[src/rtl/fetch_unit.sv]
`default_nettype none
// ============================================================================
// fetch_unit : MIPS IF stage - PC register, instruction fetch, IF/ID register
// Revision   : 1.0
// ============================================================================
module fetch_unit #(
   parameter logic [31:0] RESET_PC   = 32'h0000_3000,
   parameter logic [31:0] HANDLER_PC = 32'h0000_4180,
   parameter logic [31:0] IM_LO      = 32'h0000_3000,
   parameter logic [31:0] IM_HI      = 32'h0000_6FFC
) (
   input  logic        clk,
   input  logic        reset,
   input  logic        stall,
   input  logic        br_taken,
   input  logic [31:0] npc_in,
   input  logic        jump_d,
   input  logic        eret_d,
   input  logic        exc_req,
   output logic [31:0] im_addr,
   input  logic [31:0] im_rdata,
   output logic [31:0] pc_f,
   output logic [31:0] instr_d,
   output logic [31:0] pc_d,
   output logic [31:0] pc8_d,
   output logic [4:0]  exc_d,
   output logic        bd_d
);

   localparam logic [4:0] EXC_NONE = 5'd0;
   localparam logic [4:0] EXC_ADEL = 5'd4;

   logic [31:0] pc;
   logic [31:0] pc_plus4;
   logic        fetch_bad;

   assign pc_plus4  = pc + 32'd4;
   assign fetch_bad = (pc[1:0] != 2'b00) || (pc < IM_LO) || (pc > IM_HI);
   assign im_addr   = pc;
   assign pc_f      = pc;

   always_ff @(posedge clk) begin
      if (reset) begin
         pc <= RESET_PC;
      end else if (exc_req) begin
         pc <= HANDLER_PC;
      end else if (!stall) begin
         pc <= br_taken ? npc_in : pc_plus4;
      end
   end

   // eret has no delay slot, so the word fetched alongside it becomes a bubble.
   always_ff @(posedge clk) begin
      if (reset) begin
         instr_d <= 32'd0;
         exc_d   <= EXC_NONE;
         bd_d    <= 1'b0;
         pc_d    <= RESET_PC;
         pc8_d   <= RESET_PC + 32'd8;
      end else if (exc_req) begin
         instr_d <= 32'd0;
         exc_d   <= EXC_NONE;
         bd_d    <= 1'b0;
         pc_d    <= HANDLER_PC;
         pc8_d   <= HANDLER_PC + 32'd8;
      end else if (!stall) begin
         if (eret_d) begin
            instr_d <= 32'd0;
            exc_d   <= EXC_NONE;
            bd_d    <= 1'b0;
            pc_d    <= npc_in;
            pc8_d   <= npc_in + 32'd8;
         end else begin
            instr_d <= fetch_bad ? 32'd0 : im_rdata;
            exc_d   <= fetch_bad ? EXC_ADEL : EXC_NONE;
            bd_d    <= jump_d;
            pc_d    <= pc;
            pc8_d   <= pc + 32'd8;
         end
      end
   end

endmodule
`default_nettype wire

[config.mk]
export PLATFORM = sky130hd
export DESIGN_NAME = fetch_unit
export DESIGN_NICKNAME = d
export VERILOG_FILES = /design/src/rtl/fetch_unit.sv
export SDC_FILE = /design/constraint.sdc
export NUM_CORES = 1
export LEC_CHECK = 0
export CAP_MARGIN = 20
export CORE_UTILIZATION = 30
export CTS_BUF_LIST = sky130_fd_sc_hd__clkbuf_4 sky130_fd_sc_hd__clkbuf_8
export CTS_CLUSTER_DIAMETER = 100
export DETAILED_ROUTE_END_ITERATION = 7
export GPL_TIMING_DRIVEN = 1
export MAX_ROUTING_LAYER = met4
export PLACE_DENSITY = 0.63
export RECOVER_POWER = 100
export SLEW_MARGIN = 30
export SYNTH_ARGS = -nofsm -noshare
export SYNTH_HDL_FRONTEND = slang
export SYNTH_SLANG_ARGS = --single-unit
[constraint.sdc]
create_clock -name clk -period 8.3 [get_ports clk]
set_input_delay 1.245 -clock clk [delete_from_list [all_inputs] [get_ports clk]]
set_output_delay 1.245 -clock clk [all_outputs]
set_load 0.005 [all_outputs]
# Word level (Yosys, flattened, before mapping)
# Index checks and enable logic that the tools add are counted.
[word_totals]
regBits = 134
input_bits = 71
out_inout_bits = 166
elab_cells = 33
[op_classes]
n_addsub = 3
magnitude_cmp = 2
n_eq_ne = 1
muxes = 14
n_reduce_logical = 4
[op_table]
columns = ["cell", "count"]
rows = [
  ["two-way mux 32 bit", 5],
  ["two-way mux 15 bit", 6],
  ["adder 32 x 4 -> 32 bit, second input constant", 2],
  ["adder 32 x 3 -> 32 bit, second input constant", 1],
  ["greater-than comparator 32 x 15 -> 1 bit, second input constant", 1],
  ["less-than comparator 32 x 14 -> 1 bit, second input constant", 1],
  ["two-way mux 3 bit", 2],
  ["logical OR 1 bit", 2],
  ["!= test 2 x 1 -> 1 bit, second input constant", 1],
  ["nonzero test 2 bit", 1],
  ["OR reduction 2 bit", 1],
  ["two-way mux 1 bit", 1],
]

# Logic depth before layout (Yosys ltp)
# Gate-level depths: netlist of the first run.
[logic_depth]
ltp_word = 5
mapped_depth = 13
mapped_depth_nobuf = 8

# Worst setup path before layout of the first run
# Ideal clock, no wire load.
[synth_path]
path_type = "in2reg"
startpoint = "in eret_d"
endpoint = "reg pc8_d[31]"
setup_time_ps = 126
t_arrival_ps = 3613
slack_ps = 4562
cell_stages = 13
n_path_buf = 5
path_cell_list = "buf_6 -> buf_8 -> buf_2 -> buf_2 -> buf_2 -> mux2_2 -> ha_1 -> nand2_1 -> o21ai_1 -> nand2_1 -> nor4_2 -> xor2_1 -> o21ai_1"
[synth_via]
elab_chain_len = 1
[synth_rtl]
columns = ["item", "line_no", "rtl"]
rows = [
  ["start: declaration", "18", "input logic eret_d,"],
  ["two-way mux 32 bit", "67", "if (eret_d) begin"],
  ["end signal: assignment", "65", "pc8_d <= HANDLER_PC + 32'd8;"],
  ["end signal: assignment", "72", "pc8_d <= npc_in + 32'd8;"],
  ["end signal: assignment", "78", "pc8_d <= pc + 32'd8;"],
  ["end: declaration", "25", "output logic [31:0] pc8_d,"],
]
# No other way between the ends.
# A chain may end at the register's enable or synchronous reset.

# Worst setup path in the final report of the first run
# Ends and elaborated chain as after synthesis.

==> results_dict.tcl, run 1 <==
set metrics [dict create \
    die_area_mm2 0.02274 \
    drc_errors 0 \
    cts_resized 0 \
    io_pins 237 \
    r2r_setup_slack_ns 5.24 \
    port_buffers 232 \
    antenna_left 0 \
    cts_buffers 17 \
    end_kind "flop" \
    cts-root-buf "clkbuf_8" \
    timing.rr.start "im_addr[21]" \
    place.gp.congestion 0.8821 \
    netlist_area_mm2 0.006643 \
    drive_gt1_frac 0.05639 \
    hold_slack_ns 0.4500 \
    critPathRequiredTime_ns 8.62 \
    syn_area_per_cell_um2 8.052 \
    final_cells 1274 \
    drt_pass1_iterations 5 \
    synth_ff_type "dfxtp_1" \
    relSlewSlack -1.494 \
    powerDensity_mw_per_mm2 155.5 \
    status "finished with violations" \
    slew_viol_final 141 \
    die-height_um 150.8 \
    grt_pass1_wl_mm 35.36 \
    htreeDepth 4 \
    worst_pin_slew_ns 3.741 \
    start_util 0.3053 \
    vias_per_cell 5.266 \
    reg2regPathDepth 7 \
    drv_cap 3 \
    clk_pin_slew_worst_paths_ns 0.08 \
    slowest_delay_ns 2.07 \
    final.setup.tns_ns 0 \
    hp-class "reg2reg" \
    p_leak_nw 3.668 \
    cts.path.max_buffers 2 \
    worstSetupPathType "in2reg" \
    hold_buffers 0 \
    tritoncts "yes" \
    core_mm2 0.02176 \
    hold_violations 0 \
    crit_chain "clkbuf_1, clkbuf_1, mux2_1, ha_1, nand2_1, o21ai_0, nand2_1, nor4_1, xor2_1, o21ai_1" \
    yosysWarnings 0 \
    wl_mm 23.29 \
    fmaxAchievable_mhz 176.4 \
    grt_usage 0.2118 \
    synthArstFlopShare 0 \
    nets 1053 \
    num_vias 6709 \
    die_w_um 150.8 \
    cts.sink_count 127 \
    wire_per_inst_um 18.28 \
    dp_hpwl_mm 16.47 \
    setup_viol 0 \
    irDropWorstVdd_mv 0.1149 \
    syn_inst 825 \
    cts_setup_buffers 0 \
    rsz0062_at_grt "false" \
    critPathArrivalTime_ns 5.99 \
    crit_fanout 53 \
    dp_slack_ns 4.236 \
    dp.cells 1241 \
    grt_max_degree 104 \
    finalCritPeriodShare 0.6829 \
    endpoint "pc8_d[31]" \
    worstSkewPairLatency_ns 0.46 \
    syn2layout_area_growth_pct 38.14 \
    violations "max-capacitance violations, max-slew violations" \
    first_global_vias 6220 \
    fp-row-count 54 \
    skew_ns 0.01527 \
    r2r-end "instr_d[7]" \
    layout_min_cycle_time_ns 5.668 \
    start_kind "primary input" \
    ys_types 62 \
    setup_ws_ns 2.632 \
    grt_overflow 0 \
    ys_seq_area_frac 0.3827 \
    synth_seq_cells 127 \
    antenna_found_initial 1 \
    startpoint "eret_d" \
    drt_iter0_markers 530 \
    synth_edf_count 0 \
    cpMaxStageDelayCell "clkbuf_1" \
]
[sequential cells by signal (all words and copies together) (netlist names), named ones only]
signal,count
instr_d,32
pc_d,32
im_addr,30
pc8_d,29
bd_d,1
exc_d,1
[cell usage after synthesis (14+ instances only)]
cell / instances / area share
nand2_1: 39 / 0.022
a22oi_1: 40 / 0.045
o21ai_0: 29 / 0.022
clkbuf_1: 47 / 0.027
nand4_1: 14 / 0.013
a21oi_1: 71 / 0.053
nor3_1: 16 / 0.012
mux2i_1: 36 / 0.054
dfxtp_1: 127 / 0.38
buf_4: 40 / 0.045
nand3_1: 40 / 0.030
nor2_1: 138 / 0.078
[worst max-delay path, delay by kind of cell]
family	cells	cell delay [ns]
AOI/OAI and AO/OA	2	0.67
xor gates and xnor gates	1	0.18
adders and majority gates	1	0.25
buffers and inverters	2	2.40
muxes	1	0.41
and+or+nand+nor	3	0.84
[worst min-delay path by stage]
stage | start | endpoint | slack, ns | cells after the start
floorplan | pc_d[3] | pc_d[3] | 0.45 | 2
global placement | pc_d[3] | pc_d[3] | 0.44 | 2
detailed placement | pc_d[3] | pc_d[3] | 0.45 | 2
CTS | pc_d[3] | pc_d[3] | 0.46 | 2
global route | pc8_d[11] | pc8_d[11] | 0.48 | 2
finish | pc_d[3] | pc_d[3] | 0.45 | 2
[stage by stage]
| step | total power [mW] | area, µm² | utilization |
|---|---|---|---|
| 2_1_floorplan | 0.7725 | 6654 | - |
| 3_3_place_gp | 0.8818 | 8795 | 0.4042 |
| 3_5_place_dp | 0.8828 | 8795 | 0.4042 |
| 4_1_cts | 1.451 | 9208 | 0.4232 |
| 5_1_grt | 1.494 | 9176 | 0.4218 |
| 6_report | 1.427 | 9176 | 0.4218 |
[report_power, final]
group / switching (mW) / internal (mW)
combinational: 0.110 / 0.103
clock: 0.270 / 0.296
sequential: 0.0208 / 0.627
[placed cells by master (no fill, tap or decap), types with 5 or more instances in the layout]
master / count
a21oi_1: 71
a22oi_1: 40
a31oi_1: 6
and3_1: 10
clkbuf_8: 20
clkdlybuf4s50_1: 66
dfxtp_1: 127
dlygate4sd3_1: 163
inv_1: 8
mux2_2: 7
mux2i_1: 36
nand2_1: 39
nand2b_1: 7
nand3_1: 41
nand3b_1: 6
nand4_1: 14
nor2_1: 137
nor2b_1: 6
nor3_1: 15
nor3b_1: 5
nor4_1: 10
o211ai_1: 7
o21a_1: 5
o21ai_0: 30
o22ai_1: 5
or2_2: 5
xnor2_1: 11
xor2_1: 10
[cells by family after synthesis]
logic type | Yosys count | share of synthesized area
AND/OR/NAND/NOR | 315 | 0.2296
other | 1 | 0.0005645
multiplexers | 46 | 0.07120
adder cells (fa/ha/maj) | 2 | 0.003767
XOR/XNOR | 21 | 0.02769
flip-flops | 127 | 0.3827
AO/OA/AOI/OAI | 201 | 0.1944
buffers and inverters | 112 | 0.09004
[area by class of cell]
type	count	area (µm²)
clock buffer	21	282.8
inverter	8	30.03
tap	280	350.3
timing repair buffer	237	2338
fill	2196	12580
multi-input combinational	589	3500
clock inverter	11	130.1
sequential	127	2542
antenna	1	2.502
[routing by layer]
| metal | share of wire | global-route usage | wire [µm] |
|---|---|---|---|
| met5 | 0 | - | 0 |
| met2 | 0.45 | 0.3154 | 10490 |
| met3 | 0.090 | 0.06596 | 2089 |
| met1 | 0.44 | 0.2691 | 10190 |
| met4 | 0.022 | 0.07400 | 520 |
Power figures use the tool's default switching activity.
==> run 2, diff against run 1 <==
--- a/config.mk
+++ b/config.mk
@@ -12,7 +12,7 @@
 export DETAILED_ROUTE_END_ITERATION = 7
 export GPL_TIMING_DRIVEN = 1
 export MAX_ROUTING_LAYER = met4
-export PLACE_DENSITY = 0.63
+export PLACE_DENSITY = 0.65
 export RECOVER_POWER = 100
 export SLEW_MARGIN = 30
 export SYNTH_ARGS = -nofsm -noshare
==> constraint.sdc (replaced) <==
create_clock -name clk -period 5.11 [get_ports clk]
set_input_delay 0.7665 -clock clk [delete_from_list [all_inputs] [get_ports clk]]
set_output_delay 0.7665 -clock clk [all_outputs]
set_load 0.005 [all_outputs]
==> run 2 against run 1 <==
  * The run still ends with max-capacitance violations, max-slew violations left
  * Highest routed layer unchanged
  * Core utilization up 0.081 points
  * Hold slack about the same
  * Power increased by 62%
  * Critical endpoint unchanged
  * Flip-flop and latch count unchanged
  * Die area unchanged
  * Register-to-register slack got worse by 3.1 ns
==> results_dict.tcl, run 2 (same netlist as run 1, synthesis figures left out) <==
set metrics [dict create \
    cts.path.max_buffers 2 \
    grt_pass1_wl_mm 34.97 \
    relSlewSlack -0.01344 \
    drv_cap 2 \
    worstSkewPairLatency_ns 0.44 \
    finalCritPeriodShare 0.7650 \
    tritoncts "yes" \
    critPathRequiredTime_ns 5.41 \
    grt_max_degree 101 \
    final.setup.tns_ns 0 \
    drt_iter0_markers 576 \
    cts_resized 0 \
    layout_min_cycle_time_ns 3.909 \
    slew_viol_final 29 \
    final_common_cell "dlygate4sd3_1" \
    core_mm2 0.02176 \
    die-height_um 150.8 \
    powerDensity_mw_per_mm2 251.6 \
    setup_viol 0 \
    dp_hpwl_mm 16.55 \
    hp-class "reg2reg" \
    nets 1054 \
    wire_per_inst_um 18.29 \
    final_cell_mix "163 x dlygate4sd3_1, 138 x nor2_1, 127 x dfxtp_1" \
    setup_ws_ns 1.201 \
    hold_slack_ns 0.4498 \
    syn2layout_area_growth_pct 38.41 \
    htreeDepth 4 \
    fp-row-count 54 \
    cts-root-buf "clkbuf_8" \
    cts_setup_buffers 0 \
    grt_usage 0.2093 \
    rsz0062_at_grt "false" \
    wl_mm 23.30 \
    drc_errors 0 \
    dp_slack_ns 1.590 \
    start_util 0.3053 \
    grt_overflow 0 \
    n_antenna_cell 0 \
    antenna_left 0 \
    die_area_mm2 0.02274 \
    skew_ns 0.01218 \
    worstSetupPathType "in2reg" \
    status "finished with violations" \
    p_leak_nw 3.686 \
    worst_pin_slew_ns 1.520 \
    num_vias 6747 \
    irDropWorstVdd_mv 0.1513 \
    fill_cells 2222 \
    antenna_found_initial 0 \
    drt_pass1_iterations 7 \
    clk_pin_slew_worst_paths_ns 0.08 \
    start_kind "primary input" \
    vias_per_cell 5.296 \
    violations "max-capacitance violations, max-slew violations" \
    cts.sink_count 127 \
    die_w_um 150.8 \
    crit_fanout 29 \
    first_global_vias 6120 \
    port_buffers 232 \
    drive_gt1_frac 0.05634 \
    hold_violations 0 \
    utilization 0.4226 \
    fmaxAchievable_mhz 255.8 \
    end_kind "flop" \
    place.gp.congestion 0.9037 \
    cts_buffers 17 \
    critPathArrivalTime_ns 4.21 \
    hold_buffers 0 \
    io_pins 237 \
]
## run 2: final timing paths
kind                            startpoint         to  slack (ns)  cells after the start
worst min-delay path               pc_d[3]    pc_d[3]        0.45                      2
worst min register to register     pc_d[3]    pc_d[3]        0.45                      2
worst max register to register  im_addr[4]  pc8_d[31]        2.16                      8
worst max-delay path                eret_d  pc8_d[31]        1.20                      9
## run 2: metrics by stage
step | total power, mW | area [µm²] | std cells
floorplan | 1.255 | 6654 | 828
CTS | 2.356 | 9216 | 1274
finish | 2.313 | 9194 | 1274
detailed placement | 1.435 | 8802 | 1242
global route | 2.418 | 9194 | 1274
global placement | 1.434 | 8802 | 1242
## run 2: area by class of cell
type | instances | area (µm²) | share of cell area
multi-input cells | 589 | 3503 | 0.3811
repair buffers | 238 | 2354 | 0.2560
inverters | 8 | 30.03 | 0.003266
well taps | 280 | 350.3 | 0.03811
clock inverters | 11 | 131.4 | 0.01429
clock buffers | 21 | 282.8 | 0.03076
flip-flops and latches | 127 | 2542 | 0.2765
## run 2: power breakdown
| part | leakage, nW | switching [mW] | total (mW) | internal, mW |
|---|---|---|---|---|
| Combinational | 2.45 | 0.181 | 0.346 | 0.165 |
| Sequential | 1.03 | 0.0330 | 1.05 | 1.02 |
| Clock | 0.202 | 0.433 | 0.916 | 0.482 |
## run 2: per-layer routing
metal | track usage | wire length (µm) | vias up
li1 | - | - | 3212
met1 | 0.2778 | 10460 | 3200
met2 | 0.3142 | 10620 | 314
met3 | 0.05120 | 1847 | 21
met4 | 0.05900 | 374 | 0
met5 | - | 0 | -
## run 2: critical path, cell delays in order
cell and delay [ns]:
clkbuf_1 1.05, mux2_1 0.33, ha_1 0.25, nand2_1 0.06
o21ai_0 0.67, nand2_1 0.39, nor4_1 0.43, xor2_1 0.18
o21ai_1 0.07
